$ cat src/rtl/updi_phy_pkg.sv
// Shared types and encodings for the UPDI PHY transaction sequencer.
// Holds the state enum, command op codes and error cause codes.
package updi_phy_pkg;

  typedef enum logic [2:0] {
    S_IDLE, S_TX_ARM, S_TX_RUN, S_RX_ARM, S_RX_RUN, S_DONE, S_ERR
  } state_e;

  localparam logic [1:0] OP_TX   = 2'b01;
  localparam logic [1:0] OP_RX   = 2'b10;
  localparam logic [1:0] OP_TXRX = 2'b11;

  localparam logic [1:0] EC_NONE    = 2'b00;
  localparam logic [1:0] EC_TX_TMO  = 2'b01;
  localparam logic [1:0] EC_RX_TMO  = 2'b10;
  localparam logic [1:0] EC_ILLEGAL = 2'b11;

  function automatic logic is_wait(state_e s);
    return s inside {S_TX_ARM, S_TX_RUN, S_RX_ARM, S_RX_RUN};
  endfunction

endpackage

$ cat src/rtl/updi_tmo_cnt.sv
// Per-state wait timeout counter; saturates at TIMEOUT-1 and flags expiry there.
module updi_tmo_cnt #(
  parameter int TIMEOUT = 2048,
  parameter int CNT_W   = 12
) (
  input  logic clk,
  input  logic rst,
  input  logic clear,
  input  logic enable,
  output logic expired
);

  localparam logic [CNT_W-1:0] LAST = CNT_W'(TIMEOUT - 1);

  logic [CNT_W-1:0] r_cnt;

  always_ff @(posedge clk) begin
    if (!rst)                        r_cnt <= '0;
    else if (clear)                  r_cnt <= '0;
    else if (enable && r_cnt != LAST) r_cnt <= r_cnt + CNT_W'(1);
  end

  assign expired = (r_cnt == LAST);

endmodule

$ cat src/rtl/updi_phy_seq.sv
// UPDI PHY transaction sequencer: hands the buffer to the loader, walks TX/RX
// enables against the loader busy flags and reports done or a timed-out/illegal op.
module updi_phy_seq
  import updi_phy_pkg::*;
#(
  parameter int TIMEOUT = 2048,
  parameter int CNT_W   = 12
) (
  input  logic       clk,
  input  logic       rst,
  input  logic       cmd_valid,
  input  logic [1:0] cmd_op,
  output logic       cmd_ready,
  output logic       ten_n,
  output logic       ren_n,
  input  logic       tend,
  input  logic       rend,
  output logic       mem_sel,
  output logic       done,
  output logic       err,
  output logic [1:0] err_code
);

  state_e     r_state;
  state_e     w_nxt;
  logic [1:0] r_op;
  logic       w_wait;
  logic       w_step;
  logic       w_exp;

  // Each wait state only looks at its own busy flag: ARM waits for the rise, RUN for the fall.
  always_comb begin
    w_wait = is_wait(r_state);
    w_step = 1'b0;
    case (r_state)
      S_TX_ARM: w_step = tend;
      S_TX_RUN: w_step = ~tend;
      S_RX_ARM: w_step = rend;
      S_RX_RUN: w_step = ~rend;
      default:  w_step = 1'b0;
    endcase
  end

  updi_tmo_cnt #(.TIMEOUT(TIMEOUT), .CNT_W(CNT_W)) u_tmo (
    .clk     (clk),
    .rst     (rst),
    .clear   (~w_wait | w_step | w_exp),
    .enable  (w_wait),
    .expired (w_exp)
  );

  always_comb begin
    w_nxt = r_state;
    case (r_state)
      S_IDLE:
        if (cmd_valid) begin
          case (cmd_op)
            OP_TX, OP_TXRX: w_nxt = S_TX_ARM;
            OP_RX:          w_nxt = S_RX_ARM;
            default:        w_nxt = S_ERR;
          endcase
        end
      S_TX_ARM, S_TX_RUN, S_RX_ARM, S_RX_RUN:
        if (w_exp) w_nxt = S_ERR;
        else if (w_step) begin
          case (r_state)
            S_TX_ARM: w_nxt = S_TX_RUN;
            S_TX_RUN: w_nxt = (r_op == OP_TXRX) ? S_RX_ARM : S_DONE;
            S_RX_ARM: w_nxt = S_RX_RUN;
            default:  w_nxt = S_DONE;
          endcase
        end
      default: w_nxt = S_IDLE;
    endcase
  end

  // Outputs are decoded from the next state so they change on the same edge as the state.
  always_ff @(posedge clk) begin
    if (!rst) begin
      r_state   <= S_IDLE;
      r_op      <= 2'b00;
      cmd_ready <= 1'b1;
      ten_n     <= 1'b1;
      ren_n     <= 1'b1;
      mem_sel   <= 1'b0;
      done      <= 1'b0;
      err       <= 1'b0;
      err_code  <= EC_NONE;
    end else begin
      r_state   <= w_nxt;
      cmd_ready <= (w_nxt == S_IDLE);
      ten_n     <= ~(w_nxt inside {S_TX_ARM, S_TX_RUN});
      ren_n     <= ~(w_nxt inside {S_RX_ARM, S_RX_RUN});
      mem_sel   <= is_wait(w_nxt);
      done      <= (w_nxt == S_DONE);
      err       <= (w_nxt == S_ERR);
      if (r_state == S_IDLE && cmd_valid) begin
        r_op     <= cmd_op;
        err_code <= (cmd_op == 2'b00) ? EC_ILLEGAL : EC_NONE;
      end else if (w_wait && w_nxt == S_ERR) begin
        err_code <= (r_state inside {S_TX_ARM, S_TX_RUN}) ? EC_TX_TMO : EC_RX_TMO;
      end
    end
  end

endmodule
$ cat config.mk
export PLATFORM = sky130hd
export DESIGN_NAME = updi_phy_seq
export DESIGN_NICKNAME = d
export VERILOG_FILES = /design/src/rtl/updi_phy_pkg.sv /design/src/rtl/updi_tmo_cnt.sv /design/src/rtl/updi_phy_seq.sv
export SDC_FILE = /design/constraint.sdc
export NUM_CORES = 1
export LEC_CHECK = 0
export ABC_AREA = 1
export CAP_MARGIN = 20
export CORE_ASPECT_RATIO = 1.75
export CORE_UTILIZATION = 40
export CTS_BUF_LIST = sky130_fd_sc_hd__clkbuf_16
export DETAILED_ROUTE_END_ITERATION = 8
export HOLD_SLACK_MARGIN = 0.05
export PLACE_DENSITY = 0.72
export REMOVE_ABC_BUFFERS = 1
export SLEW_MARGIN = 30
export SYNTH_ARGS = -nofsm -noshare
export SYNTH_HDL_FRONTEND = slang
export SYNTH_SLANG_ARGS = --single-unit
$ cat constraint.sdc
create_clock -name clk -period 2.2 [get_ports clk]
set_input_delay 0.66 -clock clk [delete_from_list [all_inputs] [get_ports clk]]
set_output_delay 0.66 -clock clk [all_outputs]
set_load 0.005 [all_outputs]
== Word level (Yosys, flattened, before mapping) ==
Cells that the tools add are included.

* Add/subtract/negate cells: 1
* $mul: 0
* Divide/modulo/power cells: 0
* $lt $le $gt $ge: 0
* Equality and inequality tests: 16
* Shift-type cells: 0
* Muxes and demuxes: 12
* Bitwise logic cells: 8
* Reductions and logical operators: 15

{| class="wikitable"
|+ Operators by type and width
! operator !! count
|-
| $add A12 B1 Y12 const B || 1
|-
| $eq A12 B11 Y1 const B || 1
|-
| $eq A3 B2 Y1 const B || 4
|-
| $eq A3 B3 Y1 const B || 4
|-
| $mux W3 || 4
|-
| $ne A12 B11 Y1 const B || 1
|-
| $pmux W3 S2 || 2
|-
| $pmux W3 S3 || 1
|-
| $mux W2 || 4
|-
| $reduce_bool A2 Y1 || 4
|-
| $reduce_bool A4 Y1 || 2
|-
| $eq A2 B2 Y1 const B || 3
|-
| $eq A3 B1 Y1 const B || 2
|-
| $logic_not A3 Y1 || 2
|-
| $not A1 Y1 || 6
|-
| $pmux W1 S4 || 1
|-
| $reduce_or A2 Y1 || 2
|-
| $reduce_or A4 Y1 || 1
|-
| $logic_and A1 B1 Y1 || 3
|-
| $eq A2 B1 Y1 const B || 1
|-
| $logic_not A2 Y1 || 1
|-
| $or A1 B1 Y1 || 2
|}

* Register bits after elaboration: 25
* Bits in latches: 0
* Bits in writable memories: 0
* Bits in read-only memories: 0
* Output and inout bits: 8
* Word-level logic and storage cells: 62
* Memories: 0

== Depth between registers and ports, before layout ==
* Word-level depth: 10
* Gate-level depth with buffers: 14
* Gate-level depth less buffers: 14

== Hierarchy ==
Synthesis repeated with hierarchy kept, for this count alone.

* Cells, all modules: 210
* Area total of the unflattened synthesis: 1387.6 um^2

{| class="wikitable"
|+ By module, submodules not included
! module !! instances !! cells each !! area an instance (um^2) !! seq. area each (um^2)
|-
| updi_tmo_cnt || 1 || 104 || 703.2 || 240.2
|-
| updi_phy_seq || 1 || 106 || 684.4 || 260.2
|}

== Worst setup path after synthesis ==
Ideal clock, no wire load.

* Kind: in2reg
* Start point: input cmd_op[1]
* End point: register err_code[1]
* Library setup time: 0.114 ns
* Arrival time: 1.556 ns
* Data required time: 2.086 ns
* Slack: 0.530 ns
* Cell stages on the path: 9
* Path buffers: 0
* Cell sequence: or2_2 nor2_1 inv_1 nand2_4 nand3_2 nand2_2 nand2_1 nand2_1 nor2_2

* Longest elaborated chain between the ends: 8
* Elaborated cells between the ends (all ways): 13

{| class="wikitable"
|+ Ends and longest elaborated chain
! element !! line !! RTL
|-
| start: declaration || updi_phy_seq.sv:12 || <nowiki>input logic [1:0] cmd_op,</nowiki>
|-
| $eq A2 B1 Y1 or $eq A2 B2 Y1 (tied branches) || updi_phy_seq.sv:57 || <nowiki>case (cmd_op)</nowiki>
|-
| $reduce_or A2 Y1 || updi_phy_seq.sv:57 ||
|-
| $pmux W3 S2 || updi_phy_seq.sv:57 ||
|-
| $mux W3 || updi_phy_seq.sv:56 || <nowiki>if (cmd_valid) begin</nowiki>
|-
| $pmux W3 S2 || updi_phy_seq.sv:54 || <nowiki>case (r_state)</nowiki>
|-
| $eq A3 B3 Y1 || updi_phy_seq.sv:100 || <nowiki>end else if (w_wait && w_nxt == S_ERR) begin</nowiki>
|-
| $logic_and A1 B1 Y1 || updi_phy_seq.sv:100 ||
|-
| $reduce_bool A2 Y1 (no line) || -- ||
|-
| end signal: assignment || updi_phy_seq.sv:99 || <nowiki>err_code <= (cmd_op == 2'b00) ? EC_ILLEGAL : EC_NONE;</nowiki>
|-
| end signal: assignment || updi_phy_seq.sv:101 || <nowiki>err_code <= (r_state inside {S_TX_ARM, S_TX_RUN}) ? EC_TX_TMO : EC_RX_TMO;</nowiki>
|-
| end: declaration || updi_phy_seq.sv:21 || <nowiki>output logic [1:0] err_code</nowiki>
|}

Parallel ways exist; a longest one is shown, timed or not.
A chain may end at the register's enable or synchronous reset.

== Worst setup path in the final report ==
* Start point: input rend
* End point: register ten_n

* Longest elaborated chain between the ends: 8
* Elaborated cells between the ends (all ways): 9

{| class="wikitable"
|+ Ends and longest elaborated chain
! element !! line !! RTL
|-
| start: declaration || updi_phy_seq.sv:17 || <nowiki>input logic rend,</nowiki>
|-
| $not A1 Y1 || updi_phy_seq.sv:39 || <nowiki>S_RX_RUN: w_step = ~rend;</nowiki>
|-
| $pmux W1 S4 * || updi_phy_seq.sv:35 || <nowiki>case (r_state)</nowiki>
|-
| $mux W3 * || updi_phy_seq.sv:65 || <nowiki>else if (w_step) begin</nowiki>
|-
| $mux W3 * || updi_phy_seq.sv:64 || <nowiki>if (w_exp) w_nxt = S_ERR;</nowiki>
|-
| $pmux W3 S2 * || updi_phy_seq.sv:54 ||
|-
| $eq A3 B1 Y1 or $eq A3 B2 Y1 (tied branches) || updi_phy_seq.sv:92 || <nowiki>ten_n <= ~(w_nxt inside {S_TX_ARM, S_TX_RUN});</nowiki>
|-
| $reduce_bool A2 Y1 * || updi_phy_seq.sv:92 ||
|-
| $not A1 Y1 * || updi_phy_seq.sv:92 ||
|-
| end signal: assignment || updi_phy_seq.sv:92 ||
|-
| end: declaration || updi_phy_seq.sv:14 || <nowiki>output logic ten_n,</nowiki>
|}

Every way passes the cells marked *; elsewhere a longest branch is shown, timed or not.

==> results_dict.tcl <==
set metrics [dict create \
    status "completed" \
    syn_to_final_growth_pct 23.5 \
    synth-seq-cells 25 \
    timing.final.crit_period_ps 1980 \
    fin_area_um2 1570 \
    synthCells 179 \
    fmax_mhz 504 \
    core_region_area_um2 2960 \
    n_antenna_cell 0 \
    tightest_slew_ps 287 \
    rr_endpoint "err_code[0]" \
    rsz0062_at_grt "false" \
    setup_ws_ps 215 \
    hpwlAfterDp_mm 2.10 \
    nets 209 \
    drc_errors 0 \
    stdcell_count 242 \
    cts_hold_buf 0 \
    synth_most_common_cell "inv_1" \
    hold_viol_final 0 \
    ys_seq_area_frac 0.394 \
    clock_path_buffers 2 \
    critical-path-slowest-cell "clkdlybuf4s50_1" \
    drv_cap 0 \
    num_vias 1163 \
    critPathLaunch "rend" \
    post-cts-setup-buffers 0 \
    path_class "in -> reg" \
    rows 26 \
    path_buf_inv 2 \
    period_share 0.902 \
    grt_pass1_vias 1191 \
    grt_pass1_wl_mm 4.71 \
    crit_cells 11 \
    viasPerCell 4.81 \
    drtIter0Drc 35 \
    dp_slack_ps -35.5 \
    die_width_um 44.6 \
    slew_viol_final 0 \
    drtAntennaViolNets 0 \
    gp_congestion 0.886 \
    num-fill-cells 286 \
    async_flop_share 0 \
    cts-root-buf "clkbuf_16" \
    dieArea_um2 3410 \
    clk_latency_ps 260 \
    synth.top_cell.area_share 0.394 \
    synthTopCellsByCount "inv_1, nand2_1, dfxtp_1, nor2_1, nand3_1" \
    final_util 0.529 \
    antenna_found_initial 0 \
    endpoint "ten_n" \
    dp.cells 238 \
    ys.flop_type "dfxtp_1" \
    synth_area_leaders "dfxtp_1, inv_1, nand2_1" \
    cp_cell_sequence "clkdlybuf4s50_1 -> nand3b_1 -> nand2_2 -> nor2_4 -> nand2_1 -> o21ai_0 -> nand2_1 -> nand2_2 -> inv_1 -> nor2_2 -> o21ai_1" \
    fin_skew_ps 2.50 \
    htreeDepth 1 \
    die_y_um 76.5 \
    worstPathArrival_ps 2130 \
    finalSetupViolCount 0 \
    yosys.area.top_type "dfxtp_1" \
    timing.rr.start "u_tmo.r_cnt[0]" \
    tritoncts "built" \
    cp-end-kind "flip-flop" \
    grt_max_degree 16 \
    slew_headroom 0.807 \
    cts_made_buffers 3 \
    io-pin-count 15 \
    power.total_mw 1.16 \
    place_area_um2 1480 \
    worstPathRequired_ps 2340 \
    drt_pre_antenna_iters 4 \
    cp_max_fo 4 \
    grt_use_total 0.178 \
    synth_edf_count 0 \
    yosysWarnings 0 \
    ir_drop_v 0.000475 \
    drive_gt1_frac 0.165 \
    hold_class "reg -> reg" \
    syn-mean-instance-area_um2 7.09 \
    start_util 0.429 \
    netlist_area_um2 1270 \
    drt_wl_total_mm 2.67 \
    max_stage_delay_ps 480 \
    reg2reg_depth 14 \
    wl_per_cell_um 11.0 \
    leakage_nw 0.730 \
    startpoint_type "primary input" \
    cellPowerDensity_nw_per_um2 740 \
    cts_resized 0 \
    cts_sinks 25 \
    synth.distinct_cells 25 \
    crit_family "simple AND/OR/NAND/NOR gates" \
    clkTransAtPathRegs_ps 70 \
    grt.overflow.total 0 \
    io_buffers 14 \
    reg2reg_setup_slack_ps 430 \
]
-- power breakdown --
group	internal (mW)	switching [mW]	leakage [nW]	total, mW
registers	0.485	0.0204	0.204	0.505
logic	0.104	0.141	0.489	0.245
clock network	0.247	0.162	0.0371	0.408
-- worst min path at each step --
stage	from	to	slack, ps	cells past startpoint
floorplan	u_tmo.r_cnt[0]	u_tmo.r_cnt[0]	420	1
global placement	u_tmo.r_cnt[0]	u_tmo.r_cnt[0]	430	1
detailed placement	u_tmo.r_cnt[0]	u_tmo.r_cnt[0]	450	1
CTS	u_tmo.r_cnt[0]	u_tmo.r_cnt[0]	470	1
global route	u_tmo.r_cnt[0]	u_tmo.r_cnt[0]	490	1
finish	r_op[1]	r_op[1]	470	2
-- cells by family after synthesis --
group                      Yosys count  share of synthesized area
and+or+nand+nor                     93                      0.385
buffers and inverters               36                      0.107
DFF                                 25                      0.394
AOI/OAI and AO/OA                   22                     0.0907
xor gates and xnor gates             2                     0.0138
adders and majority gates            1                    0.00986
-- flip-flops by register name, summed over array words and instances, names as in the netlist --
signal       count
ren_n            1
r_state          3
done             1
cmd_ready        1
ten_n            1
mem_sel          1
u_tmo.r_cnt     12
err              1
err_code         2
r_op             2
-- tightest hold or removal path, stage by stage (launching register included) --
cell and delay, ps:
dfxtp_1 310, nand2_1 60, a21oi_1 50
-- layout by cell type (no fill, tap or decap) --
cell	count
inv_1	34
nand2_1	29
dfxtp_1	25
nor2_1	20
clkdlybuf4s50_1	14
nand3_1	9
o21ai_0	8
nand2_2	7
a21oi_1	7
nor2_2	6
nor3_1	6
nor2_4	4
nand3_2	4
o21ai_1	4
nand4_1	3
clkbuf_16	3
buf_4	3
inv_2	2
a31oi_1	2
nand4_2	1
nand3b_1	1
xnor2_1	1
o211ai_1	1
or2_2	1
nand2_4	1
nor4_1	1
xor2_1	1
ha_1	1
clkinvlp_4	1
-- metrics by stage --
step	hold WS [ps]	TNS (ps)
finish	467	0
global route	489	0
CTS	466	0
detailed placement	453	-65.1
global placement	434	-24.8
floorplan	418	0
-- metal layers --
metal  share of wire  up-vias  GRT usage
met5               0        -          0
met4           0.029        0     0.0879
met3           0.011        8     0.0213
met2            0.57       17      0.328
met1            0.39      535      0.182
li1                -      603          -
-- cell type report --
class	count	area, um^2	area share
Timing Repair Buffer	17	163	0.104
Clock buffer	3	75.1	0.0479
Clock inverter	1	7.51	0.00479
Inverter	36	135	0.0863
Sequential cell	25	500	0.319
Multi-Input combinational cell	118	633	0.404
Tap cell	42	52.6	0.0335
(Power assumes the default switching activity.)
